$ cat src/rtl/encoder_pkg.sv
// Shared types and opcode constants for the RV32 instruction encoder.
// opcode_fits() backs the optional ENCODER_CHECK_EN opcode/format check.
package encoder_pkg;

   typedef enum logic [1:0] {
      FMT_R   = 2'd0,
      FMT_I   = 2'd1,
      FMT_U   = 2'd2,
      FMT_BAD = 2'd3
   } fmt_e;

   typedef enum logic [1:0] {
      IDLE  = 2'd0,
      LOAD  = 2'd1,
      DRAIN = 2'd2
   } state_e;

   localparam logic [6:0] OP_REG   = 7'b0110011;
   localparam logic [6:0] OP_IMM   = 7'b0010011;
   localparam logic [6:0] OP_LOAD  = 7'b0000011;
   localparam logic [6:0] OP_JALR  = 7'b1100111;
   localparam logic [6:0] OP_LUI   = 7'b0110111;
   localparam logic [6:0] OP_AUIPC = 7'b0010111;

   // True when op is a 32-bit opcode belonging to the class implied by f.
   function automatic logic opcode_fits(input fmt_e f, input logic [6:0] op);
      logic ok;
      if (op[1:0] != 2'b11) begin
         ok = 1'b0;
      end else begin
         case (f)
            FMT_R:   ok = (op == OP_REG);
            FMT_I:   ok = (op == OP_IMM) || (op == OP_LOAD) || (op == OP_JALR);
            FMT_U:   ok = (op == OP_LUI) || (op == OP_AUIPC);
            default: ok = 1'b0;
         endcase
      end
      return ok;
   endfunction

endpackage

$ cat src/rtl/instr_pack.sv
// Combinational packer: field bundle + format -> 32-bit RV32 word and a legality flag.
// With ENCODER_CHECK_EN defined, opcodes that do not match the format are flagged illegal.
module instr_pack
   import encoder_pkg::*;
(
   input  logic [1:0]  fmt,
   input  logic [6:0]  funct7,
   input  logic [4:0]  rs2,
   input  logic [4:0]  rs1,
   input  logic [2:0]  funct3,
   input  logic [4:0]  rd,
   input  logic [6:0]  opcode,
   input  logic [11:0] imm_i,
   input  logic [19:0] imm_u,
   output logic [31:0] word,
   output logic        legal
);

   // Field placement mirrors the decoder so the word decodes back to its fields.
   always_comb begin
      word  = 32'h0000_0000;
      legal = 1'b0;
      case (fmt_e'(fmt))
         FMT_R: begin
            word  = {funct7, rs2, rs1, funct3, rd, opcode};
            legal = 1'b1;
         end
         FMT_I: begin
            word  = {imm_i, rs1, funct3, rd, opcode};
            legal = 1'b1;
         end
         FMT_U: begin
            word  = {imm_u, rd, opcode};
            legal = 1'b1;
         end
         default: begin
            word  = 32'h0000_0000;
            legal = 1'b0;
         end
      endcase
`ifdef ENCODER_CHECK_EN
      if (!opcode_fits(fmt_e'(fmt), opcode)) begin
         legal = 1'b0;
      end else begin
         legal = legal;
      end
`endif
   end

endmodule

$ cat src/rtl/instr_encoder.sv
// Streams packed RV32 words into instruction memory with an auto-incrementing address.
// Optional opcode/format checking is enabled by defining ENCODER_CHECK_EN.
module instr_encoder
   import encoder_pkg::*;
#(
   parameter int ADDR_W = 8
) (
   input  logic              clk,
   input  logic              reset,
   input  logic              start,
   input  logic [ADDR_W-1:0] base_addr,
   input  logic              in_valid,
   output logic              in_ready,
   input  logic              in_last,
   input  logic [1:0]        fmt,
   input  logic [6:0]        funct7,
   input  logic [4:0]        rs2,
   input  logic [4:0]        rs1,
   input  logic [2:0]        funct3,
   input  logic [4:0]        rd,
   input  logic [6:0]        opcode,
   input  logic [11:0]       imm_i,
   input  logic [19:0]       imm_u,
   output logic              mem_we,
   output logic [ADDR_W-1:0] mem_addr,
   output logic [31:0]       mem_wdata,
   output logic              busy,
   output logic              done,
   output logic [ADDR_W:0]   count,
   output logic              err
);

   localparam logic [ADDR_W:0] CAPACITY = {1'b1, {ADDR_W{1'b0}}};

   state_e              state_r;
   state_e              next_state_s;
   logic [ADDR_W-1:0]   wptr_r;
   logic [ADDR_W:0]     count_r;
   logic                err_r;
   logic                mem_we_r;
   logic [ADDR_W-1:0]   mem_addr_r;
   logic [31:0]         mem_wdata_r;
   logic                done_r;
   logic                ready_s;
   logic                accept_s;
   logic [31:0]         word_s;
   logic                legal_s;

   instr_pack u_pack (
      .fmt    (fmt),
      .funct7 (funct7),
      .rs2    (rs2),
      .rs1    (rs1),
      .funct3 (funct3),
      .rd     (rd),
      .opcode (opcode),
      .imm_i  (imm_i),
      .imm_u  (imm_u),
      .word   (word_s),
      .legal  (legal_s)
   );

   // Ready only while loading and the session has not yet filled the memory.
   always_comb begin
      ready_s = 1'b0;
      if ((state_r == LOAD) && (count_r < CAPACITY)) begin
         ready_s = 1'b1;
      end else begin
         ready_s = 1'b0;
      end
   end

   assign accept_s = in_valid && ready_s;

   // Next-state logic; a bundle offered at full capacity ends the session as overflow.
   always_comb begin
      next_state_s = state_r;
      case (state_r)
         IDLE: begin
            if (start) begin
               next_state_s = LOAD;
            end else begin
               next_state_s = IDLE;
            end
         end
         LOAD: begin
            if (accept_s && in_last) begin
               next_state_s = DRAIN;
            end else if (in_valid && !ready_s) begin
               next_state_s = DRAIN;
            end else begin
               next_state_s = LOAD;
            end
         end
         DRAIN:   next_state_s = IDLE;
         default: next_state_s = IDLE;
      endcase
   end

   // State, counters, sticky error and the registered write port.
   always_ff @(posedge clk) begin
      if (reset) begin
         state_r     <= IDLE;
         wptr_r      <= {ADDR_W{1'b0}};
         count_r     <= {(ADDR_W+1){1'b0}};
         err_r       <= 1'b0;
         mem_we_r    <= 1'b0;
         mem_addr_r  <= {ADDR_W{1'b0}};
         mem_wdata_r <= 32'h0000_0000;
         done_r      <= 1'b0;
      end else begin
         state_r  <= next_state_s;
         mem_we_r <= 1'b0;
         done_r   <= (state_r == LOAD) && (next_state_s == DRAIN);
         if ((state_r == IDLE) && start) begin
            wptr_r  <= base_addr;
            count_r <= {(ADDR_W+1){1'b0}};
            err_r   <= 1'b0;
         end else if (accept_s) begin
            if (legal_s) begin
               mem_we_r    <= 1'b1;
               mem_addr_r  <= wptr_r;
               mem_wdata_r <= word_s;
               wptr_r      <= wptr_r + ADDR_W'(1);
               count_r     <= count_r + (ADDR_W+1)'(1);
            end else begin
               err_r <= 1'b1;
            end
         end else if ((state_r == LOAD) && in_valid) begin
            err_r <= 1'b1;
         end else begin
            err_r <= err_r;
         end
      end
   end

   assign in_ready  = ready_s;
   assign mem_we    = mem_we_r;
   assign mem_addr  = mem_addr_r;
   assign mem_wdata = mem_wdata_r;
   assign busy      = (state_r != IDLE);
   assign done      = done_r;
   assign count     = count_r;
   assign err       = err_r;

endmodule
$ cat config.mk
export PLATFORM = sky130hd
export DESIGN_NAME = instr_encoder
export DESIGN_NICKNAME = d
export VERILOG_FILES = /design/src/rtl/encoder_pkg.sv /design/src/rtl/instr_pack.sv /design/src/rtl/instr_encoder.sv
export SDC_FILE = /design/constraint.sdc
export NUM_CORES = 1
export LEC_CHECK = 0
export BUFFER_PORTS_ARGS = -buffer_cell sky130_fd_sc_hd__buf_4
export CORE_MARGIN = 10
export CORE_UTILIZATION = 45
export DETAILED_ROUTE_END_ITERATION = 10
export PLACE_DENSITY = 0.77
export SYNTH_ARGS = -nofsm -noshare
export SYNTH_HDL_FRONTEND = slang
export SYNTH_SLANG_ARGS = --single-unit
$ cat constraint.sdc
create_clock -name clk -period 2.9 [get_ports clk]
set_input_delay 0.29 -clock clk [delete_from_list [all_inputs] [get_ports clk]]
set_output_delay 0.29 -clock clk [all_outputs]
set_load 0.01 [all_outputs]
==> Yosys cells after proc, flatten, opt, wreduce, memory -nomap -nowiden <==
Index checks and enable logic that the tools add are counted.
W data, S select, Z words.
{ "op_classes": {"add_sub_neg": 2, "magnitude_cmp": 1, "n_eq_ne": 5, "muxes": 14, "bitwise": 2, "n_reduce_logical": 21} }
{ "op_table": {"columns": ["operator", "count"], "rows": [
  ["$pmux W32 S3", 1],
  ["$mux W8", 3],
  ["$add A9 B1 Y9 const B", 1],
  ["$lt A9 B9 Y1 const B", 1],
  ["$add A8 B1 Y8 const B", 1],
  ["$reduce_bool A2 Y1", 4],
  ["$logic_and A1 B1 Y1", 7],
  ["$mux W1", 7],
  ["$reduce_and A2 Y1", 3],
  ["$reduce_or A3 Y1", 2],
  ["$eq A2 B1 Y1 const B", 2],
  ["$eq A2 B2 Y1 const B", 2],
  ["$logic_not A2 Y1", 2],
  ["$mux W2", 2],
  ["$pmux W2 S2", 1],
  ["$reduce_and A3 Y1", 1],
  ["$ne A2 B2 Y1 const B", 1],
  ["$not A1 Y1", 2],
  ["$reduce_or A2 Y1", 1],
  ["$logic_not A1 Y1", 1]
]} }
{ "word_totals": {"reg_bits": 62, "in_bits": 79, "elab_cells": 53} }

==> Longest topological paths before layout <==
Gate-level depths: netlist (run 1).
{ "logic_depth": {"word_depth": 10, "depth_mapped": 7, "mapped_depth_nobuf": 4} }

==> Hierarchy <==
Synthesis (run 1) repeated with hierarchy kept, for this count alone.
{ "unflattened": {"hier_cells": 353, "area_unflattened_um2": 2847.7} }
{ "modules_own_cells": {"columns": ["module", "n_inst", "cells_per_inst", "area_each_um2"], "rows": [
  ["instr_encoder", 1, 300, 2411.1],
  ["instr_pack", 1, 53, 436.7]
]} }

==> Worst setup path before layout (run 1) <==
Ideal clock, no wire load.
{ "synth_path": {"path_type": "input port to flip-flop", "from": "input port fmt[1]", "to": "register wptr_r[5]", "setup_ps": 133, "arrival_ps": 1312, "path_slack_ps": 1455, "stages": 6, "path_buffers": 2, "cell_sequence": "buf_2 a21oi_2 nand2_2 buf_2 o311ai_0 a31oi_1"} }
{ "synth_between": {"elab_chain_len": 5} }
{ "synth_lines": {"columns": ["element", "line", "text"], "rows": [
  ["start: declaration", "instr_encoder.sv:15", "input logic [1:0] fmt,"],
  ["$eq A2 B1 Y1 (tied with other cells)", "instr_pack.sv:23", "case (fmt_e'(fmt))"],
  ["$reduce_or A3 Y1 (no source line) (*)", null, null],
  ["$mux W1 (*)", "instr_pack.sv:23", null],
  ["$reduce_bool A2 Y1 (no source line) (*)", null, null],
  ["$reduce_and A2 Y1 (no source line) (*)", null, null],
  ["end signal: assignment", "instr_encoder.sv:104", "wptr_r <= {ADDR_W{1'b0}};"],
  ["end signal: assignment", "instr_encoder.sv:116", "wptr_r <= base_addr;"],
  ["end signal: assignment", "instr_encoder.sv:124", "wptr_r <= wptr_r + ADDR_W'(1);"],
  ["end: declaration", "instr_encoder.sv:37", "logic [ADDR_W-1:0] wptr_r;"]
]} }
Mark *: on every way between the ends. The rest lies on a longest branch, timed or not.
A chain may end at the register's enable or synchronous reset.

==> Worst setup path after layout (run 1) <==
{ "layout_path": {"from": "register state_r[0]", "to": "register mem_wdata_r[15] (netlist: mem_wdata[15])"} }
{ "layout_between": {"elab_chain_len": 5} }
{ "layout_lines": {"columns": ["element", "line", "text"], "rows": [
  ["start: declaration", "instr_encoder.sv:35", "state_e state_r;"],
  ["start signal: assignment", "instr_encoder.sv:112", "state_r <= next_state_s;"],
  ["$eq A2 B1 Y1", "instr_encoder.sv:66", "if ((state_r == LOAD) && (count_r < CAPACITY)) begin"],
  ["$logic_and A1 B1 Y1", "instr_encoder.sv:66", null],
  ["$mux W1", "instr_encoder.sv:66", null],
  ["$logic_and A1 B1 Y1", "instr_encoder.sv:73", "assign accept_s = in_valid && ready_s;"],
  ["$reduce_and A3 Y1 (no source line) (*)", null, null],
  ["end signal: assignment", "instr_encoder.sv:123", "mem_wdata_r <= word_s;"],
  ["end: declaration", "instr_encoder.sv:42", "logic [31:0] mem_wdata_r;"]
]} }
Marks and branches as above.

==> metrics.cfg, run 1 <==
[run_status]
outcome = complete, no violations

[power]
swShare_pct = 25.3
p_int_mw = 1.39
p_leak_nw = 1.65
switching_power_mw = 0.470
ir_worst_vdd_v = 0.000385
total_power_mw = 1.86
combPwrFrac_pct = 15.7
p_per_area_nw_per_um2 = 481
power_frac_seq_pct = 49.0
pwr-share-clk_pct = 35.3

[detailed_routing]
drt-wirelength-per-cell_um = 16.0
final_antenna_net_count = 0
vias_per_cell = 5.37
vias = 2869
wl_um = 8530
route.detailed.drc = 0
drt_iter0_drc = 119
drtPass1Iterations = 4

[finish]
area_delta_synth_final_pct = 44.2
multi_input_area_um2 = 1320
fin_cells = 534
fin_nets = 536
drive_gt1_share_pct = 33.1
ff_latch_area_um2 = 1240
fillers = 522
diodes = 0

[timing]
worst_slew_margin_rel_pct = 44.3
finalCritPeriodShare_pct = 67.3
fin_skew_ns = 0.00536
worstMarginPinSlew_ns = 0.833
layout_min_cycle_time_ns = 1.95
setup-tns-final_ns = 0
fmaxAchievable_mhz = 512
final-hold-violation-count = 0
final-max-slew-violation-count = 0
finalSetupViolations = 0
rsz0062_at_grt = false

[cts]
h-tree-depth = 3
path_clk_slew_ns = 0.06
ctsHoldBuffers = 0
cts_resized = 0
clk_latency_ns = 0.33
cts_post_setup_buffers_inserted = 0
cts_buffers = 9
cts_buffer_depth = 2
cts_root_buf = clkbuf_8
cts_tree = done
cts_sinks = 62

[floorplan]
ioPinCount = 133
die_area_um2 = 9440
die-height_um = 97.2
row_count = 28
core_area_um2 = 5850
start_util_pct = 45.8
die_w_um = 97.2

[critical_path]
critPathMaxStageDelay_ns = 0.51
worstPathArrival_ns = 2.20
path_buf_inv = 1
crit_family = simple AND/OR/NAND/NOR gates
crit_required_ns = 3.15
crit_fanout = 24
crit_slowest_cell = nor2_4
cp_cell_sequence = nand3b_1 > nor2_4 > buf_4 > nor2_1 > nor3_1
end_kind = flip-flop
ff2ff_path_depth = 5
path_class = reg -> reg
reg2reg_to = mem_wdata[15]$_SDFFE_PP0P_
worstSetupStartpointType = flip-flop
reg2reg_from = state_r[0]$_SDFF_PP0_
reg2reg_slack_ns = 0.95

[yosys]
synth_area_um2 = 2680
synthesis.area_per_instance_um2 = 8.12
ys_ff_latch = 62
yosys_most_used_dff = dfxtp_1
synth.net_count = 411
ys_seq_area_share_pct = 46.3
synth_most_common_cell = dfxtp_1
yosys_warnings = 0
netlist.top_cell.by_area = dfxtp_1
yosysUniqueCellTypes = 43
ys_top_cells_by_area = dfxtp_1 (46%), nand2_1 (7.7%), nor2_1 (6.4%)
synth_edf_count = 0
synth.top_cell.area_share_pct = 46.3
synthCells = 330
synth_common_cells = dfxtp_1 (62), nand2_1 (55), nor2_1 (46), a21oi_1 (30), nor3_1 (25)
async_reset_ff_share_pct = 0

[min_path]
holdCritPathClass = in -> reg
min_path_cells = 3
whs_endpoint = mem_wdata[2]$_SDFFE_PP0P_
hold_path.startpoint = opcode[2]

[placement]
place.gp.congestion = 0.856
place_hpwl_um = 6480
port_buffers = 132
placed_cells = 519

[global_routing]
grt_overflow = 0
grt_max_degree = 57
antenna_found_initial = 0
grt_use_total_pct = 17.4
grt_pass1_vias = 2819
grt_pass1_wl_um = 13900

[run]
drv_cap = 0

how the worst max path moves through the flow:
| stage | startpoint | to | slack [ns] | cells after the start |
|---|---|---|---|---|
| 2_1_floorplan | fmt[1] | wptr_r[5]$_SDFFE_PP0P_ | 1.46 | 6 |
| 3_3_place_gp | fmt[1] | count[0]$_SDFFE_PP0P_ | 0.97 | 6 |
| 3_5_place_dp | fmt[1] | mem_wdata[15]$_SDFFE_PP0P_ | 0.93 | 6 |
| 4_1_cts | state_r[0]$_SDFF_PP0_ | mem_wdata[15]$_SDFFE_PP0P_ | 0.93 | 5 |
| 5_1_grt | state_r[0]$_SDFF_PP0_ | mem_wdata[20]$_SDFFE_PP0P_ | 0.71 | 5 |
| 6_report | state_r[0]$_SDFF_PP0_ | mem_wdata[15]$_SDFFE_PP0P_ | 0.95 | 5 |
worst register-to-register path, stage by stage (launching register included):
cell and delay [ns]:
dfxtp_1 0.43, nand3b_1 0.31, nor2_4 0.51, buf_4 0.37, nor2_1 0.07, nor3_1 0.18
per-stage QoR:
stage	hold WS, ns	cell area [µm²]	utilization [%]	worst slack, ns
detailed placement	0.449	3690	63.2	0.928
global placement	0.442	3690	63.2	0.969
finish	0.202	3860	66.0	0.948
floorplan	0.426	2680	-	1.46
CTS	0.199	3860	66.0	0.935
global route	0.208	3860	66.0	0.709
state kept, by name, indices dropped and copies added (netlist names):
signal and flops:
mem_we 1, mem_addr 8, state_r 2, count 9, err 1, wptr_r 8, done 1, mem_wdata 32
layout by cell type (no fill, tap or decap), drive strengths merged, types with 3 or more instances in the layout:
master    n
inv       5
nor2     47
nand3     6
clkbuf   14
nor3     25
a31oi     3
buf     135
mux2i    12
nor4      4
a221oi    8
nand2    56
or4       3
dfxtp    62
a211oi   12
o311ai    3
a21oi    31
xnor2     4
power by group through the flow:
| stage | combinational (mW) | clock [mW] | sequential, mW |
|---|---|---|---|
| 2_1_floorplan | 0.127 | 0 | 0.938 |
| 3_3_place_gp | 0.289 | 0 | 0.928 |
| 3_5_place_dp | 0.293 | 0 | 0.930 |
| 4_1_cts | 0.294 | 0.666 | 0.911 |
| 5_1_grt | 0.323 | 0.700 | 0.916 |
| 6_report | 0.292 | 0.656 | 0.912 |
area by class of cell:
class / instances / share of cell area (%)
Inverter: 6 / 0.583
Clock inverter: 1 / 0.130
Sequential cell: 62 / 32.1
Tap cell: 75 / 2.43
Clock buffer: 14 / 4.21
Timing Repair Buffer: 135 / 26.2
Multi-Input combinational cell: 241 / 34.3
routing by layer:
layer	up-vias	routed length, µm	global-route usage, %
met4	0	174	8.17
li1	1414	-	-
met1	1321	3540	20.7
met5	-	0	0
met2	118	4200	28.5
met3	16	618	4.20
kinds of logic (layout without fill, tap and decap cells):
logic type / count (synthesis) / after routing / share of synthesized area [%]
AOI/OAI and AO/OA: 68 / 68 / 16.5
xor gates and xnor gates: 5 / 5 / 1.63
adders and majority gates: 2 / 2 / 0.934
buffers and inverters: 27 / 156 / 4.25
DFF: 62 / 62 / 46.3
muxes: 12 / 12 / 4.48
and+or+nand+nor: 154 / 154 / 25.8
No activity file was read; power rests on OpenSTA's default activity.
==> run 2: changes to the inputs <==
- ABC_AREA: default -> 1
- CORE_UTILIZATION: 45 -> 42
- PLACE_DENSITY: 0.77 -> 0.75
- clock period: 2.9 -> 1.7 ns (I/O delays scaled with it)
==> run 2 against run 1 <==
Compared with the run above: global-route usage decreased by 0.47 points; register-to-register slack got worse by 0.69 ns; cell count increased by 12%; area after synthesis increased by 3.0%; wire length increased by 2.8%; maximum frequency increased by 35%; critical path type unchanged; highest routed layer unchanged.
==> metrics.cfg, run 2 <==
[detailed_routing]
drtPass1Iterations = 5  ; was 4
route.detailed.drc = 0  ; unchanged
vias = 2989  ; was 2869
final_antenna_net_count = 0  ; unchanged
drt_iter0_drc = 156  ; was 119
vias_per_cell = 4.99  ; was 5.37
wl_um = 8770  ; was 8530 µm
drt-wirelength-per-cell_um = 14.6  ; was 16.0 µm

[critical_path]
worstPathArrival_ns = 1.70  ; was 2.20 ns
crit_cells = 6  ; was 5
cp_cell_sequence = inv_1 > nand2_2 > nor2_4 > nand2_1 > or2_2 > a21oi_1  ; was nand3b_1 > nor2_4 > buf_4 > nor2_1 > nor3_1
critPathMaxStageDelay_ns = 0.35  ; was 0.51 ns
crit_fanout = 9  ; was 24
ff2ff_path_depth = 6  ; was 5
reg2reg_to = count[3]$_SDFFE_PP0P_  ; was mem_wdata[15]$_SDFFE_PP0P_
reg2reg_slack_ns = 0.26  ; was 0.95 ns
worstSetupStartpointType = flip-flop  ; unchanged
crit_family = simple AND/OR/NAND/NOR gates  ; unchanged
end_kind = flip-flop  ; unchanged
cp-endpoint = count[3]$_SDFFE_PP0P_  ; was mem_wdata[15]$_SDFFE_PP0P_
path_buf_inv = 1  ; unchanged
reg2reg_from = count[8]$_SDFFE_PP0P_  ; was state_r[0]$_SDFF_PP0_
crit_slowest_cell = dfxtp_1  ; was nor2_4
cp-startpoint = count[8]$_SDFFE_PP0P_  ; was state_r[0]$_SDFF_PP0_
crit_required_ns = 1.96  ; was 3.15 ns
path_class = reg -> reg  ; unchanged

[yosys]
synth_common_cells = nand2_1 (108), dfxtp_1 (62), nor2_1 (49), o21ai_0 (35), inv_1 (26)  ; was dfxtp_1 (62), nand2_1 (55), nor2_1 (46), a21oi_1 (30), nor3_1 (25)
synth_simple_gate_area_share_pct = 29.4  ; was 25.8%
async_reset_ff_share_pct = 0  ; unchanged
ys_seq_area_share_pct = 45.0  ; was 46.3%
synthesis.area_per_instance_um2 = 7.18  ; was 8.12 µm²
synth_area_um2 = 2760  ; was 2680 µm²
synth_most_common_cell = nand2_1  ; was dfxtp_1
synthMuxAreaShare_pct = 0  ; was 4.48%
synth_top_family_by_area = simple AND/OR/NAND/NOR gates  ; unchanged
synth_edf_count = 0  ; unchanged
yosys_warnings = 0  ; unchanged
synth.top_cell.area_share_pct = 45.0  ; was 46.3%
ys_top_cells_by_area = dfxtp_1 (45%), nand2_1 (15%), nor2_1 (6.7%)  ; was dfxtp_1 (46%), nand2_1 (7.7%), nor2_1 (6.4%)
netlist.top_cell.by_area = dfxtp_1  ; unchanged
synth.net_count = 465  ; was 411
synthAdderAreaFrac_pct = 0.907  ; was 0.934%
synth_compound_area_share_pct = 16.7  ; was 16.5%
synthCells = 384  ; was 330
yosys_most_used_dff = dfxtp_1  ; unchanged
yosysUniqueCellTypes = 27  ; was 43
synth-xor-area-share_pct = 0  ; was 1.63%
ys_ff_latch = 62  ; unchanged

[finish]
final_common_cell = buf_4  ; unchanged
drive_gt1_share_pct = 31.2  ; was 33.1%
diodes = 0  ; unchanged
area_delta_synth_final_pct = 46.7  ; was 44.2%
multi_input_area_um2 = 1300  ; was 1320 µm²
final_cell_mix = buf_4 (139), nand2_1 (108), dfxtp_1 (62)  ; was buf_4 (135), dfxtp_1 (62), nand2_1 (55)
ff_latch_area_um2 = 1240  ; unchanged
fillers = 570  ; was 522
final_cell_area_um2 = 4050  ; was 3860 µm²
fin_nets = 598  ; was 536
largest_register_ffs = 32  ; unchanged

[floorplan]
start_util_pct = 43.4  ; was 45.8%
core_area_um2 = 6350  ; was 5850 µm²
die-height_um = 101  ; was 97.2 µm
die_w_um = 101  ; was 97.2 µm
ioPinCount = 133  ; unchanged
row_count = 29  ; was 28
die_area_um2 = 10200  ; was 9440 µm²

[power]
p_per_area_nw_per_um2 = 870  ; was 481 nW/µm²
p_leak_nw = 1.99  ; was 1.65 nW
total_power_mw = 3.52  ; was 1.86 mW
ir_worst_vdd_v = 0.000487  ; was 0.000385 V

[cts]
clk_latency_ns = 0.33  ; about the same
cts_sinks = 62  ; unchanged
cts_tree = done  ; unchanged
cts_resized = 0  ; unchanged
ctsHoldBuffers = 0  ; unchanged
h-tree-depth = 3  ; unchanged
cts_root_buf = clkbuf_8  ; unchanged
cts_buffers = 9  ; unchanged
cts_post_setup_buffers_inserted = 0  ; unchanged
cts_buffer_depth = 2  ; unchanged
path_clk_slew_ns = 0.07  ; was 0.06 ns

[timing]
fmaxAchievable_mhz = 693  ; was 512 MHz
final-hold-violation-count = 0  ; unchanged
worstMarginPinSlew_ns = 0.779  ; was 0.833 ns
setup-tns-final_ns = 0  ; unchanged
layout_min_cycle_time_ns = 1.44  ; was 1.95 ns
rsz0062_at_grt = false  ; unchanged
final-max-slew-violation-count = 0  ; unchanged
finalSetupViolations = 0  ; unchanged
fin_skew_ns = 0.00593  ; was 0.00536 ns
worst_slack_ns = 0.257  ; was 0.948 ns
worst_slew_margin_rel_pct = 47.9  ; was 44.3%
finalCritPeriodShare_pct = 84.9  ; was 67.3%

[global_routing]
antenna_found_initial = 0  ; unchanged
grt_use_total_pct = 16.9  ; was 17.4%
grt_pass1_wl_um = 14100  ; was 13900 µm
grt_max_degree = 35  ; was 57
grt_overflow = 0  ; unchanged
grt_pass1_vias = 3054  ; was 2819

[placement]
placed_area_um2 = 3830  ; was 3690 µm²
place.gp.congestion = 0.877  ; was 0.856
dp_slack_ns = 0.221  ; was 0.928 ns
port_buffers = 132  ; unchanged
place_hpwl_um = 6900  ; was 6480 µm

[run]
drv_cap = 0  ; unchanged

[min_path]
holdCritPathClass = in -> reg  ; unchanged

[run_status]
outcome = complete, no violations  ; unchanged

run 2: changes by cell type after synthesis, moves of 6 or more:
cell	previous run	this run
nand4_1	2	14
inv_1	5	26
nand3_1	6	15
a221oi_1	8	0
nand2_1	55	108
clkbuf_1	11	5
a211oi_1	12	1
a31oi_1	3	9
mux2i_1	12	0
o211a_1	0	11
a21oi_1	30	19
nor3_1	25	4
o21ai_0	2	35
run 2: kinds of logic after synthesis:
logic type,Yosys count
DFF,62
buffers and inverters,48
adders and majority gates,2
and+or+nand+nor,195
AOI/OAI and AO/OA,77
run 2: worst min-delay path, stage by stage:
cell	delay (ns)
buf_4	0.07
nor2_1	0.03
nor2_1	0.08
run 2: power by group:
group          total, mW  internal [mW]  switching [mW]  leakage [nW]
combinational      0.561          0.288           0.272          1.37
sequential          1.58           1.53          0.0516         0.505
clock               1.38          0.832           0.544         0.115
total               3.52           2.65           0.868          1.99
run 2: per-layer routing:
metal | vias up | track usage, % | part of all wire, %
met1 | 1333 | 18.6 | 40
met5 | - | 0 | 0
li1 | 1531 | - | -
met2 | 110 | 28.1 | 50
met4 | 0 | 6.86 | 1.8
met3 | 15 | 6.93 | 8.5
run 2: metrics by stage:
| step | utilization [%] | hold slack [ns] | instances |
|---|---|---|---|
| after floorplan | - | 0.305 | 384 |
| after global placement | 60.3 | 0.393 | 583 |
| after detailed placement | 60.3 | 0.401 | 583 |
| after CTS | 63.7 | 0.0526 | 599 |
| after global routing | 63.7 | 0.0629 | 599 |
| final | 63.7 | 0.0618 | 599 |
run 2: final cells by class:
cell class	count	share of cell area, %
tap	77	2.38
timing repair buffer	141	26.8
clock buffer	13	4.42
sequential	62	30.7
clock inverter	3	0.989
inverter	29	2.69
multi-input combinational	274	32.1
run 2: how the worst min path moves through the flow:
stage	depth (start not counted)	endpoint	slack (ns)	from
detailed placement	3	mem_wdata[3]$_SDFFE_PP0P_	0.40	opcode[3]
global placement	3	mem_wdata[10]$_SDFFE_PP0P_	0.39	rd[3]
global route	3	mem_wdata[8]$_SDFFE_PP0P_	0.06	rd[1]
finish	3	mem_wdata[11]$_SDFFE_PP0P_	0.06	rd[4]
CTS	3	mem_wdata[7]$_SDFFE_PP0P_	0.05	rd[0]
floorplan	2	mem_wdata[0]$_SDFFE_PP0P_	0.30	opcode[0]
